`src/rtl/load_results.sv`:
```
`timescale 1ns/1ps
// load_results
// Read-back side of the displacement result buffer. A rising edge on
// save_done fetches three consecutive 32-bit words (dis_X, dis_Y, dis_Z)
// from the result BRAM and holds them on registered outputs until the host
// acknowledges them.
//
// Parameters
//   BASE_ADDR    byte address of dis_X
//   ADDR_STRIDE  byte step between result words
//   RD_LATENCY   BRAM read latency in cycles (1..7)
//
// Ports
//   clock        system clock, rising edge
//   reset        synchronous, active-high
//   save_done    writer completion level; 0->1 starts one read-back
//   ack          host consumed results; clears load_done
//   dout         BRAM read data
//   addr/en/we   BRAM port controls (we is always 4'b0000)
//   dis_X/Y/Z    captured displacement words
//   load_done    results valid, held until ack
//   load_count   completed read-backs, wraps at 16 bits
module load_results #(
    parameter logic [31:0] BASE_ADDR   = 32'h0,
    parameter logic [31:0] ADDR_STRIDE = 32'd4,
    parameter int unsigned RD_LATENCY  = 2
) (
    input  logic        clock,
    input  logic        reset,
    input  logic        save_done,
    input  logic        ack,
    input  logic [31:0] dout,
    output logic [31:0] addr,
    output logic        en,
    output logic [3:0]  we,
    output logic [31:0] dis_X,
    output logic [31:0] dis_Y,
    output logic [31:0] dis_Z,
    output logic        load_done,
    output logic [15:0] load_count
);

    typedef enum logic [2:0] {
        IDLE,
        ISSUE,
        WAIT,
        CAPTURE,
        DONE
    } state_t;

    localparam logic [2:0] LAT_M1 = 3'(RD_LATENCY - 1);

    state_t      state_q, state_n;
    logic [1:0]  idx_q, idx_n;
    logic [2:0]  cnt_q, cnt_n;
    logic [31:0] addr_q, addr_n;
    logic        en_q, en_n;
    logic [31:0] x_q, x_n;
    logic [31:0] y_q, y_n;
    logic [31:0] z_q, z_n;
    logic        done_q, done_n;
    logic [15:0] count_q, count_n;
    logic        save_q;
    logic        start;

    assign start = save_done & ~save_q;

    // addr/en are registered, so they are loaded on the transition into
    // ISSUE; the BRAM therefore sees the address during the ISSUE cycle and
    // CAPTURE lands exactly RD_LATENCY cycles later (ISSUE + (L-1) WAIT).
    always_comb begin
        state_n = state_q;
        idx_n   = idx_q;
        cnt_n   = cnt_q;
        addr_n  = addr_q;
        en_n    = en_q;
        x_n     = x_q;
        y_n     = y_q;
        z_n     = z_q;
        done_n  = done_q;
        count_n = count_q;

        case (state_q)
            IDLE: begin
                en_n = 1'b0;
                if (start) begin
                    state_n = ISSUE;
                    idx_n   = 2'd0;
                    addr_n  = BASE_ADDR;
                    en_n    = 1'b1;
                end
            end
            ISSUE: begin
                cnt_n   = LAT_M1;
                state_n = (RD_LATENCY == 1) ? CAPTURE : WAIT;
            end
            WAIT: begin
                cnt_n = cnt_q - 3'd1;
                if (cnt_q == 3'd1) begin
                    state_n = CAPTURE;
                end
            end
            CAPTURE: begin
                case (idx_q)
                    2'd0:    x_n = dout;
                    2'd1:    y_n = dout;
                    default: z_n = dout;
                endcase
                if (idx_q == 2'd2) begin
                    en_n    = 1'b0;
                    done_n  = 1'b1;
                    count_n = count_q + 16'd1;
                    state_n = DONE;
                end else begin
                    idx_n   = idx_q + 2'd1;
                    addr_n  = addr_q + ADDR_STRIDE;
                    state_n = ISSUE;
                end
            end
            DONE: begin
                // A fresh start takes priority over ack.
                if (start) begin
                    state_n = ISSUE;
                    idx_n   = 2'd0;
                    addr_n  = BASE_ADDR;
                    en_n    = 1'b1;
                    done_n  = 1'b0;
                end else if (ack) begin
                    done_n  = 1'b0;
                    state_n = IDLE;
                end
            end
            default: begin
                state_n = IDLE;
                en_n    = 1'b0;
                done_n  = 1'b0;
            end
        endcase
    end

    always_ff @(posedge clock) begin
        if (reset) begin
            state_q <= IDLE;
            idx_q   <= '0;
            cnt_q   <= '0;
            addr_q  <= '0;
            en_q    <= 1'b0;
            x_q     <= '0;
            y_q     <= '0;
            z_q     <= '0;
            done_q  <= 1'b0;
            count_q <= '0;
        end else begin
            state_q <= state_n;
            idx_q   <= idx_n;
            cnt_q   <= cnt_n;
            addr_q  <= addr_n;
            en_q    <= en_n;
            x_q     <= x_n;
            y_q     <= y_n;
            z_q     <= z_n;
            done_q  <= done_n;
            count_q <= count_n;
        end
        // Tracks save_done even in reset so a level already high is not an edge.
        save_q <= save_done;
    end

    assign addr       = addr_q;
    assign en         = en_q;
    assign we         = '0;
    assign dis_X      = x_q;
    assign dis_Y      = y_q;
    assign dis_Z      = z_q;
    assign load_done  = done_q;
    assign load_count = count_q;

endmodule

```
`config.mk`:
```
export PLATFORM = sky130hd
export DESIGN_NAME = load_results
export DESIGN_NICKNAME = d
export VERILOG_FILES = /design/src/rtl/load_results.sv
export SDC_FILE = /design/constraint.sdc
export NUM_CORES = 1
export LEC_CHECK = 0
export CAP_MARGIN = 20
export CORE_ASPECT_RATIO = 0.6
export CORE_MARGIN = 2
export CORE_UTILIZATION = 40
export CTS_BUF_LIST = sky130_fd_sc_hd__clkbuf_8
export DETAILED_ROUTE_END_ITERATION = 7
export HOLD_SLACK_MARGIN = 0.12
export PLACE_DENSITY = 0.8
export SLEW_MARGIN = 5
export SYNTH_ARGS = -nofsm -noshare
export SYNTH_HDL_FRONTEND = slang
export SYNTH_SLANG_ARGS = --single-unit
```
`constraint.sdc`:
```
create_clock -name clock -period 2.3 [get_ports clock]
set_clock_uncertainty 0.2 [all_clocks]
set_input_delay 0.69 -clock clock [delete_from_list [all_inputs] [get_ports clock]]
set_output_delay 0.69 -clock clock [all_outputs]
set_load 0.03 [all_outputs]
```
# Yosys cells after proc, flatten, opt, wreduce, memory -nomap -nowiden
# Index checks and enable logic that the tools add are counted.
dict set report classes {
  reduce_logical 16
  bitwise 5
  add_sub_neg 4
  mux 21
  eq_ne 14
}
# op count
set ops {}
lappend ops {{32-bit two-way mux} 2}
lappend ops {{32-bit one-hot mux with 2 select lines} 1}
lappend ops {{32-bit by 3-bit adder with 32-bit output, second input constant} 1}
lappend ops {{16-bit by 1-bit adder with 16-bit output, second input constant} 1}
lappend ops {{3-bit two-way mux} 5}
lappend ops {{3-bit one-hot mux with 5 select lines} 1}
lappend ops {{3-bit AND reduction} 4}
lappend ops {{2-bit != test, second input constant} 5}
lappend ops {{2-bit AND reduction} 4}
lappend ops {{3-bit by 1-bit == test with 1-bit output, second input constant} 2}
lappend ops {{3-bit by 2-bit == test with 1-bit output, second input constant} 2}
lappend ops {{1-bit two-way mux} 6}
lappend ops {{3-bit one-hot mux with 2 select lines} 1}
lappend ops {{2-bit OR reduction} 3}
lappend ops {{2-bit two-way mux} 2}
lappend ops {{1-bit NOT} 4}
lappend ops {{1-bit one-hot mux with 4 select lines} 1}
lappend ops {{2-bit one-hot mux with 2 select lines} 1}
lappend ops {{2-bit nonzero test} 2}
lappend ops {{3-bit == test, second input constant} 1}
lappend ops {{3-bit logical NOT} 1}
lappend ops {{3-bit != test, second input constant} 1}
lappend ops {{1-bit one-hot mux with 3 select lines} 1}
lappend ops {{3-bit OR reduction} 1}
lappend ops {{7 further kinds} 7}
dict set report totals {
  reg_bits 155
  out_inout_bits 150
  in_bits 36
}

# Longest topological paths before layout
# Gate-level depths: netlist of the first run.
dict set report logic_depth {
  ltp_word 4
  ltp_mapped 8
  mapped_depth_nobuf 7
}

# Least setup slack after synthesis of the first run
# No wires, ideal clock.
dict set report synth_timing {
  path_type {input-to-reg}
  startpoint {in save_done}
  endpoint {reg addr_q[31] (netlist: addr[31])}
  n_path_buf 1
  cell_stages 6
  t_required_ns 2.030
  path_slack_ns -0.176
  t_arrival_ns 2.206
  cell_sequence {nor4b_4 > o211ai_2 > or4_1 > clkbuf_1 > or3_1 > a21oi_1}
}
dict set report synth_via {
  elab_chain_cells 3
}
# element line
set synth_rtl {}
lappend synth_rtl {{start: declaration} 30} ;# input logic save_done,
lappend synth_rtl {{1-bit bitwise AND} 66} ;# assign start = save_done & ~save_q;
lappend synth_rtl {{2-bit by 1-bit != test with 1-bit output (no line)} --}
lappend synth_rtl {{3-bit AND reduction (no line)} --}
lappend synth_rtl {{end signal: assignment} 157} ;# addr_q <= addr_n;
lappend synth_rtl {{end: declaration} 56} ;# logic [31:0] addr_q, addr_n;
# Every way passes these cells.
# A chain may end at the register's enable or synchronous reset.

# Final worst setup path of the first run
dict set report layout_timing {
  startpoint {reg addr_q[14] (netlist: addr[14])}
  endpoint {reg addr_q[29] (netlist: addr[29])}
}
dict set report layout_via {
  elab_chain_cells 3
}
# element line
set layout_rtl {}
lappend layout_rtl {{32-bit by 3-bit adder with 32-bit output} 116} ;# addr_n = addr_q + ADDR_STRIDE;
lappend layout_rtl {{32-bit two-way mux} 109} ;# if (idx_q == 2'd2) begin
lappend layout_rtl {{32-bit one-hot mux with 2 select lines} 83} ;# case (state_q)
# Every way passes these cells. The select of a mux whose other input is x is not followed.

==> results of run 1 <==
[layout make-up]
cell class / count / area [um^2] / share of cell area, %
inverter: 13 / 48.8 / 0.574
multi-input combinational: 527 / 2660 / 31.3
sequential: 153 / 3060 / 36.1
clock inverter: 14 / 140 / 1.65
tap: 198 / 248 / 2.92
clock buffer: 18 / 248 / 2.92
timing repair buffer: 236 / 2090 / 24.6
[state kept, by name (all words and copies together), names as in the netlist]
name and count:
addr 30, dis_Y 32, state_q 3, en 1, load_done 1, dis_X 32, idx_q 2, cnt_q 3
load_count 16, dis_Z 32, save_q 1
[critical path: stages, from the launching register on]
cell,delay [ns]
dfxtp_1,0.40
and3_4,0.23
nand4_1,0.23
or4_4,0.63
or3_1,0.36
a21oi_1,0.12
[layout by cell type (no fill, tap or decap), types with 2 or more instances in the layout]
cell               n
nand2_1          209
dfxtp_1          152
dlygate4sd2_1    145
a21oi_1          116
buf_4             54
nor2_1            52
clkdlybuf4s50_1   33
xnor2_1           22
nand3_1           18
clkbuf_8          18
or3_1             14
inv_1             13
o21ai_0           13
xor2_1            10
nor3_1            10
nand4_1            7
ha_1               6
conb_1             6
and3_1             5
clkinv_4           4
buf_12             4
nand2b_1           3
a31oi_1            3
clkinvlp_4         3
inv_6              3
nand4b_1           2
nor4_1             2
and4_1             2
or4_4              2
a22oi_1            2
inv_8              2
[per-layer routing]
layer | share of wire [%] | GRT usage (%) | wire (um)
met5 | 0 | 0 | 0
met4 | 0.53 | 3.85 | 91
met3 | 8.0 | 6.48 | 1370
met2 | 42 | 31.7 | 7220
met1 | 49 | 31.4 | 8420
[final timing paths]
| path | from | to | slack, ns |
|---|---|---|---|
| worst min register to register | dis_X[5] | dis_X[5] | 0.25 |
| worst min-delay path | dis_X[5] | dis_X[5] | 0.25 |
| worst max register to register | addr[14] | addr[29] | 0.06 |
| worst max-delay path | addr[14] | addr[29] | 0.06 |
[stage by stage]
stage                     cell area (um^2)  total power, W  utilization [%]  setup slack, ns  setup TNS [ns]
after floorplan                       5960         0.00297                -           -0.146          -0.829
after global placement                8230         0.00314             56.8           -0.599          -10.34
after detailed placement              8230         0.00315             56.8           -0.619          -11.18
after CTS                             8480         0.00511             58.5          -0.0157         -0.0157
after global routing                  8490         0.00528             58.6          -0.0241         -0.0241
final                                 8490         0.00505             58.6           0.0645               0
[power by group through the flow]
stage	Combinational (W)	Sequential [W]	Clock, W
6_report	0.000380	0.00270	0.00197
5_1_grt	0.000412	0.00270	0.00216
4_1_cts	0.000381	0.00270	0.00203
3_5_place_dp	0.000386	0.00276	0
3_3_place_gp	0.000383	0.00276	0
2_1_floorplan	0.000189	0.00278	0
[timing repair]
| item | 4_1_cts | 5_1_grt |
|---|---|---|
| setup buffers | 3 | 0 |
| gates cloned | 0 | 0 |
| resized for setup | 150 | 6 |
| endpoints found under the setup margin | 154 | 9 |
| pin swaps | 8 | 4 |
[cells by family (layout without fill, tap and decap cells)]
family | after synthesis | count (layout) | share of synthesized area (%)
compound gates | 145 | 145 | 13.0
xor+xnor | 32 | 32 | 4.72
fa+ha+maj | 7 | 7 | 1.47
buf+inv | 66 | 281 | 4.61
flops | 153 | 153 | 51.5
mux | 1 | 1 | 0.190
other cells | 1 | 6 | 0.0631
simple gates | 336 | 336 | 24.4
[cells in the mapped netlist]
cell type  number  area share, %
or4_1           2           0.25
dfxtp_1       153             52
nor4b_4         1           0.40
inv_1          13           0.82
nand3_1        18            1.5
xnor2_1        22            3.2
nand4_1         7           0.74
o2111ai_1       1           0.15
or3_1          14            1.5
o21ai_0        14            1.2
and4bb_2        1           0.21
clkbuf_1       43            2.7
o22a_1          1           0.15
xor2_1         10            1.5
a21boi_0        1           0.13
a31oi_1         3           0.32
nand2_1       209             13
o211ai_2        1           0.21
a211oi_1        1           0.13
and3_1          6           0.63
a21oi_1       116            9.8
buf_4           7           0.88
ha_1            7            1.5
nor2_1         53            3.3
or2_2           1           0.11
nand2b_1        3           0.32
o211ai_1        1           0.13
nand4b_1        2           0.29
and4_1          4           0.59
o21ai_2         1           0.15
buf_1           3           0.19
nor2b_1         1           0.11
o21a_1          1           0.13
a22oi_1         2           0.25
mux2_2          1           0.19
o31ai_1         1           0.13
nor3_1         11           0.93
a221oi_1        1           0.15
nand3b_1        1           0.13
nor4_1          2           0.21
conb_1          1          0.063
==> qor.csv, run 1 <==
metric,value,unit
outcome,"finished, final reports clean",
cts_tree,done,
grt_usage,21.5,%
grt_max_degree,85,
setup_viol,0,
clk_latency,0.42,ns
cp.arrival,2.38,ns
peakVddDrop,0.331,mV
drcViolationCount,0,
hp-class,flop to flop,
synth.avg_cell_area,8.02,um^2
grt_pass1_wl,27.5,mm
hold_depth,2,
p_leak,3.62,nW
worstSetupStartpointType,flop,
gp_congestion,0.827,
drive_gt1_share,10.9,%
synth_area,0.00594,mm^2
synth_cells,741,
grt_pass1_vias,5437,
drt_iter0_markers,429,
crit_type,flop to flop,
dieArea,0.0159,mm^2
p_int,0.00374,W
cp-end-kind,flop,
nets,991,
dp_cells,1124,
die_w,161,um
power_frac_seq,53.4,%
initial_core_util,41.0,%
cts_sinks,153,
numPortBuffers,179,
power_frac_comb,7.5,%
routed_via_density,4.94,
cts_buffers,17,
fill_cells,1408,
antenna_found_initial,0,
p_clk_share,39.0,%
ys_seq_area_share,51.5,%
die_y,98.4,um
gr-total-overflow,0,
rsz0062_at_grt,yes,
reg2reg_depth,5,
ant_nets,0,
vias,5723,
rows,34,
drt_pass1_iterations,5,
cts_root_buf,clkbuf_8,
maxCapViolations,0,
clockBufferDepth,2,
cp_max_fo,8,
h-tree-depth,4,
holdWs,0.254,ns
syn_to_final_growth,43.0,%
required,2.45,ns
cts.reportedPaths.clkPinSlew,0.09,ns
hold_viol_final,0,
final_cell_count_no_fill,1159,
synth.ff_latch_count,153,
power_switching,0.00130,W
pwr_density_cell,594,mW/mm^2
fin_crit_sh,97.2,%
ys_warn_count,0,
period_needed,2.24,ns
ys_types,41,
cts_hold_buf,0,
hpwl,12.1,mm
drt_wl_total,17.1,mm
max_freq,447,MHz
n_antenna_cell,0,
drv_slew,0,
core-area,0.0145,mm^2
wl_per_cell,14.8,um
pin_count,186,
swShare,25.8,%
Power figures use the tool's default switching activity.
==> run 2: changes to the inputs <==
--- a/config.mk
+++ b/config.mk
@@ -6,13 +6,17 @@
 export NUM_CORES = 1
 export LEC_CHECK = 0
 export CAP_MARGIN = 20
+export CELL_PAD_IN_SITES_DETAIL_PLACEMENT = 1
+export CELL_PAD_IN_SITES_GLOBAL_PLACEMENT = 1
 export CORE_ASPECT_RATIO = 0.6
 export CORE_MARGIN = 2
-export CORE_UTILIZATION = 40
+export CORE_UTILIZATION = 31
 export CTS_BUF_LIST = sky130_fd_sc_hd__clkbuf_8
+export CTS_CLUSTER_DIAMETER = 100
 export DETAILED_ROUTE_END_ITERATION = 7
 export HOLD_SLACK_MARGIN = 0.12
-export PLACE_DENSITY = 0.8
+export PLACE_DENSITY = 0.85
+export SKIP_CTS_REPAIR_TIMING = 1
 export SLEW_MARGIN = 5
 export SYNTH_ARGS = -nofsm -noshare
 export SYNTH_HDL_FRONTEND = slang
==> run 2 against run 1 <==
The flow now finishes with violations (negative setup slack); combinational power up 6.1%; count of clock-buffer cells in the layout unchanged; setup slack worse by 0.12 ns; flip-flop and latch count unchanged; first-iteration DRC count down 53%; global-route usage down 1.4 points; routed wire length up 19%; final cell count up 3.7%; worst hold slack worse by 0.047 ns; via count up 1.8%; fmax down 5.0%; sequential power about the same; critical path type unchanged; critical endpoint is now addr[30]; largest cell class unchanged.
==> qor.csv, run 2 (synthesis gave the netlist of run 1 again) <==
metric,value,unit,change
outcome,"complete, but fails checks",,"was finished, final reports clean"
violations,negative setup slack,,
required,2.49,ns,was 2.45 ns
grt_pass1_vias,6017,,was 5437
ant_nets,0,,unchanged
fin_total_pwr,0.00479,W,was 0.00505 W
pin_count,186,,unchanged
pwr_density_cell,531,mW/mm^2,was 594 mW/mm^2
cts_buffers,17,,unchanged
power_switching,0.00123,W,was 0.00130 W
grt_usage,20.1,%,was 21.5%
max_stage_delay,0.60,ns,was 0.63 ns
h-tree-depth,4,,unchanged
vias,5824,,was 5723
routed_via_density,4.85,,was 4.94
drt_wl_total,20.3,mm,was 17.1 mm
hp-class,primary input to flop,,was flop to flop
cp-end-kind,flop,,unchanged
die_w,183,um,was 161 um
max_freq,425,MHz,was 447 MHz
gp_congestion,0.766,,was 0.827
crit_family,simple AND/OR/NAND/NOR gates,,unchanged
cts_root_buf,clkbuf_8,,unchanged
core-area,0.0189,mm^2,was 0.0145 mm^2
layout_setup_ws,-0.0519,ns,was 0.0645 ns
syn_to_final_growth,51.9,%,was 43.0%
clk_latency,0.46,ns,was 0.42 ns
drive_gt1_share,10.5,%,was 10.9%
power_frac_seq,56.3,%,was 53.4%
dieArea,0.0203,mm^2,was 0.0159 mm^2
worstSetupStartpointType,flop,,unchanged
crit_chain,inv_2 -> ha_4 -> and4bb_4 -> buf_4 -> o21ai_2 -> or4_4 -> or3_1 -> a21oi_1,,was and3_4 -> nand4_1 -> or4_4 -> or3_1 -> a21oi_1
initial_core_util,31.5,%,was 41.0%
peakVddDrop,0.281,mV,was 0.331 mV
p_clk_share,35.3,%,was 39.0%
rows,39,,was 34
antenna_found_initial,0,,unchanged
setup_viol,5,,was 0
final_cell_count_no_fill,1202,,was 1159
power_frac_comb,8.4,%,was 7.5%
cts_sinks,153,,unchanged
nets,989,,was 991
swShare,25.6,%,was 25.8%
rsz0062_at_grt,yes,,unchanged
cp.arrival,2.54,ns,was 2.38 ns
cp_max_fo,7,,was 8
cts.reportedPaths.clkPinSlew,0.08,ns,was 0.09 ns
wl_per_cell,16.9,um,was 14.8 um
clockBufferDepth,2,,unchanged
final_common_cell,nand2_1,,unchanged
drt_pass1_iterations,4,,was 5
gr-total-overflow,0,,unchanged
final_cell_mix,"209 x nand2_1, 152 x dfxtp_1, 145 x dlymetal6s2s_1",,"was 209 x nand2_1, 152 x dfxtp_1, 145 x dlygate4sd2_1"
period_needed,2.35,ns,was 2.24 ns
fin_crit_sh,102,%,was 97.2%
drt_iter0_markers,201,,was 429
hpwl,14.1,mm,was 12.1 mm
cp_slowest_cell,or4_4,,unchanged
p_leak,5.62,nW,was 3.62 nW
numPortBuffers,179,,unchanged
cts_tree,done,,unchanged
crit_type,flop to flop,,unchanged
n_antenna_cell,0,,unchanged
dp_cells,1170,,was 1124
maxCapViolations,0,,unchanged
die_y,111,um,was 98.4 um
hold_viol_final,0,,unchanged
p_int,0.00356,W,was 0.00374 W
drv_slew,0,,unchanged
drcViolationCount,0,,unchanged
critical_path_buf_inv_count,2,,was 0
grt_max_degree,59,,was 85
grt_pass1_wl,32.0,mm,was 27.5 mm
==> run 2: changes by cell type in the layout (fill, tap and decap cells not counted), moves of 2 or more <==
| cell | previous run | this run |
|---|---|---|
| and4_1 | 2 | 4 |
| buf_4 | 54 | 51 |
| inv_8 | 2 | 0 |
| inv_1 | 13 | 18 |
| dlymetal6s2s_1 | 0 | 145 |
| or3_4 | 0 | 4 |
| clkinv_4 | 4 | 0 |
| clkinv_2 | 0 | 5 |
| inv_6 | 3 | 0 |
| a21oi_1 | 116 | 111 |
| a21oi_2 | 0 | 5 |
| dlygate4sd2_1 | 145 | 0 |
| clkinvlp_4 | 3 | 0 |
| or3_1 | 14 | 10 |
==> run 2: area by class of cell <==
cell class	instances	area, um^2
fill	2231	9860
tap	246	308
sequential	153	3060
timing repair buffer	234	2620
multi-input combinational	527	2690
clock inverter	11	47.5
clock buffer	18	248
inverter	13	48.8
==> run 2: routing by layer <==
layer	wire, um	GRT usage, %
met1	9930	27.6
met2	8860	30.4
met3	1290	6.67
met4	209	4.95
met5	0	0
==> run 2: power groups by stage <==
stage / Sequential (W) / Clock, W / Combinational (W)
2_1_floorplan: 0.00278 / 0 / 0.000189
3_3_place_gp: 0.00276 / 0 / 0.000391
3_5_place_dp: 0.00276 / 0 / 0.000396
4_1_cts: 0.00270 / 0.00175 / 0.000400
5_1_grt: 0.00270 / 0.00189 / 0.000443
6_report: 0.00270 / 0.00169 / 0.000403
==> run 2: worst paths after layout <==
kind,cells past startpoint,slack [ns],start,endpoint
max,8,-0.05,idx_q[0],addr[30]
min,1,0.21,save_done,save_q
max reg2reg,8,-0.05,idx_q[0],addr[30]
min reg2reg,2,0.25,dis_X[31],dis_X[31]
==> run 2: metrics by stage <==
| step | setup slack, ns | cell area, um^2 | hold slack, ns | util (%) | TNS [ns] |
|---|---|---|---|---|---|
| after detailed placement | -0.678 | 8280 | 0.249 | 43.8 | -13.16 |
| after global routing | -0.121 | 9030 | 0.172 | 47.8 | -0.653 |
| after global placement | -0.636 | 8280 | 0.241 | 43.8 | -11.10 |
| after CTS | -0.285 | 8570 | 0.260 | 45.4 | -21.28 |
| final | -0.0519 | 9030 | 0.206 | 47.8 | -0.159 |
| after floorplan | -0.146 | 5960 | 0.267 | - | -0.829 |
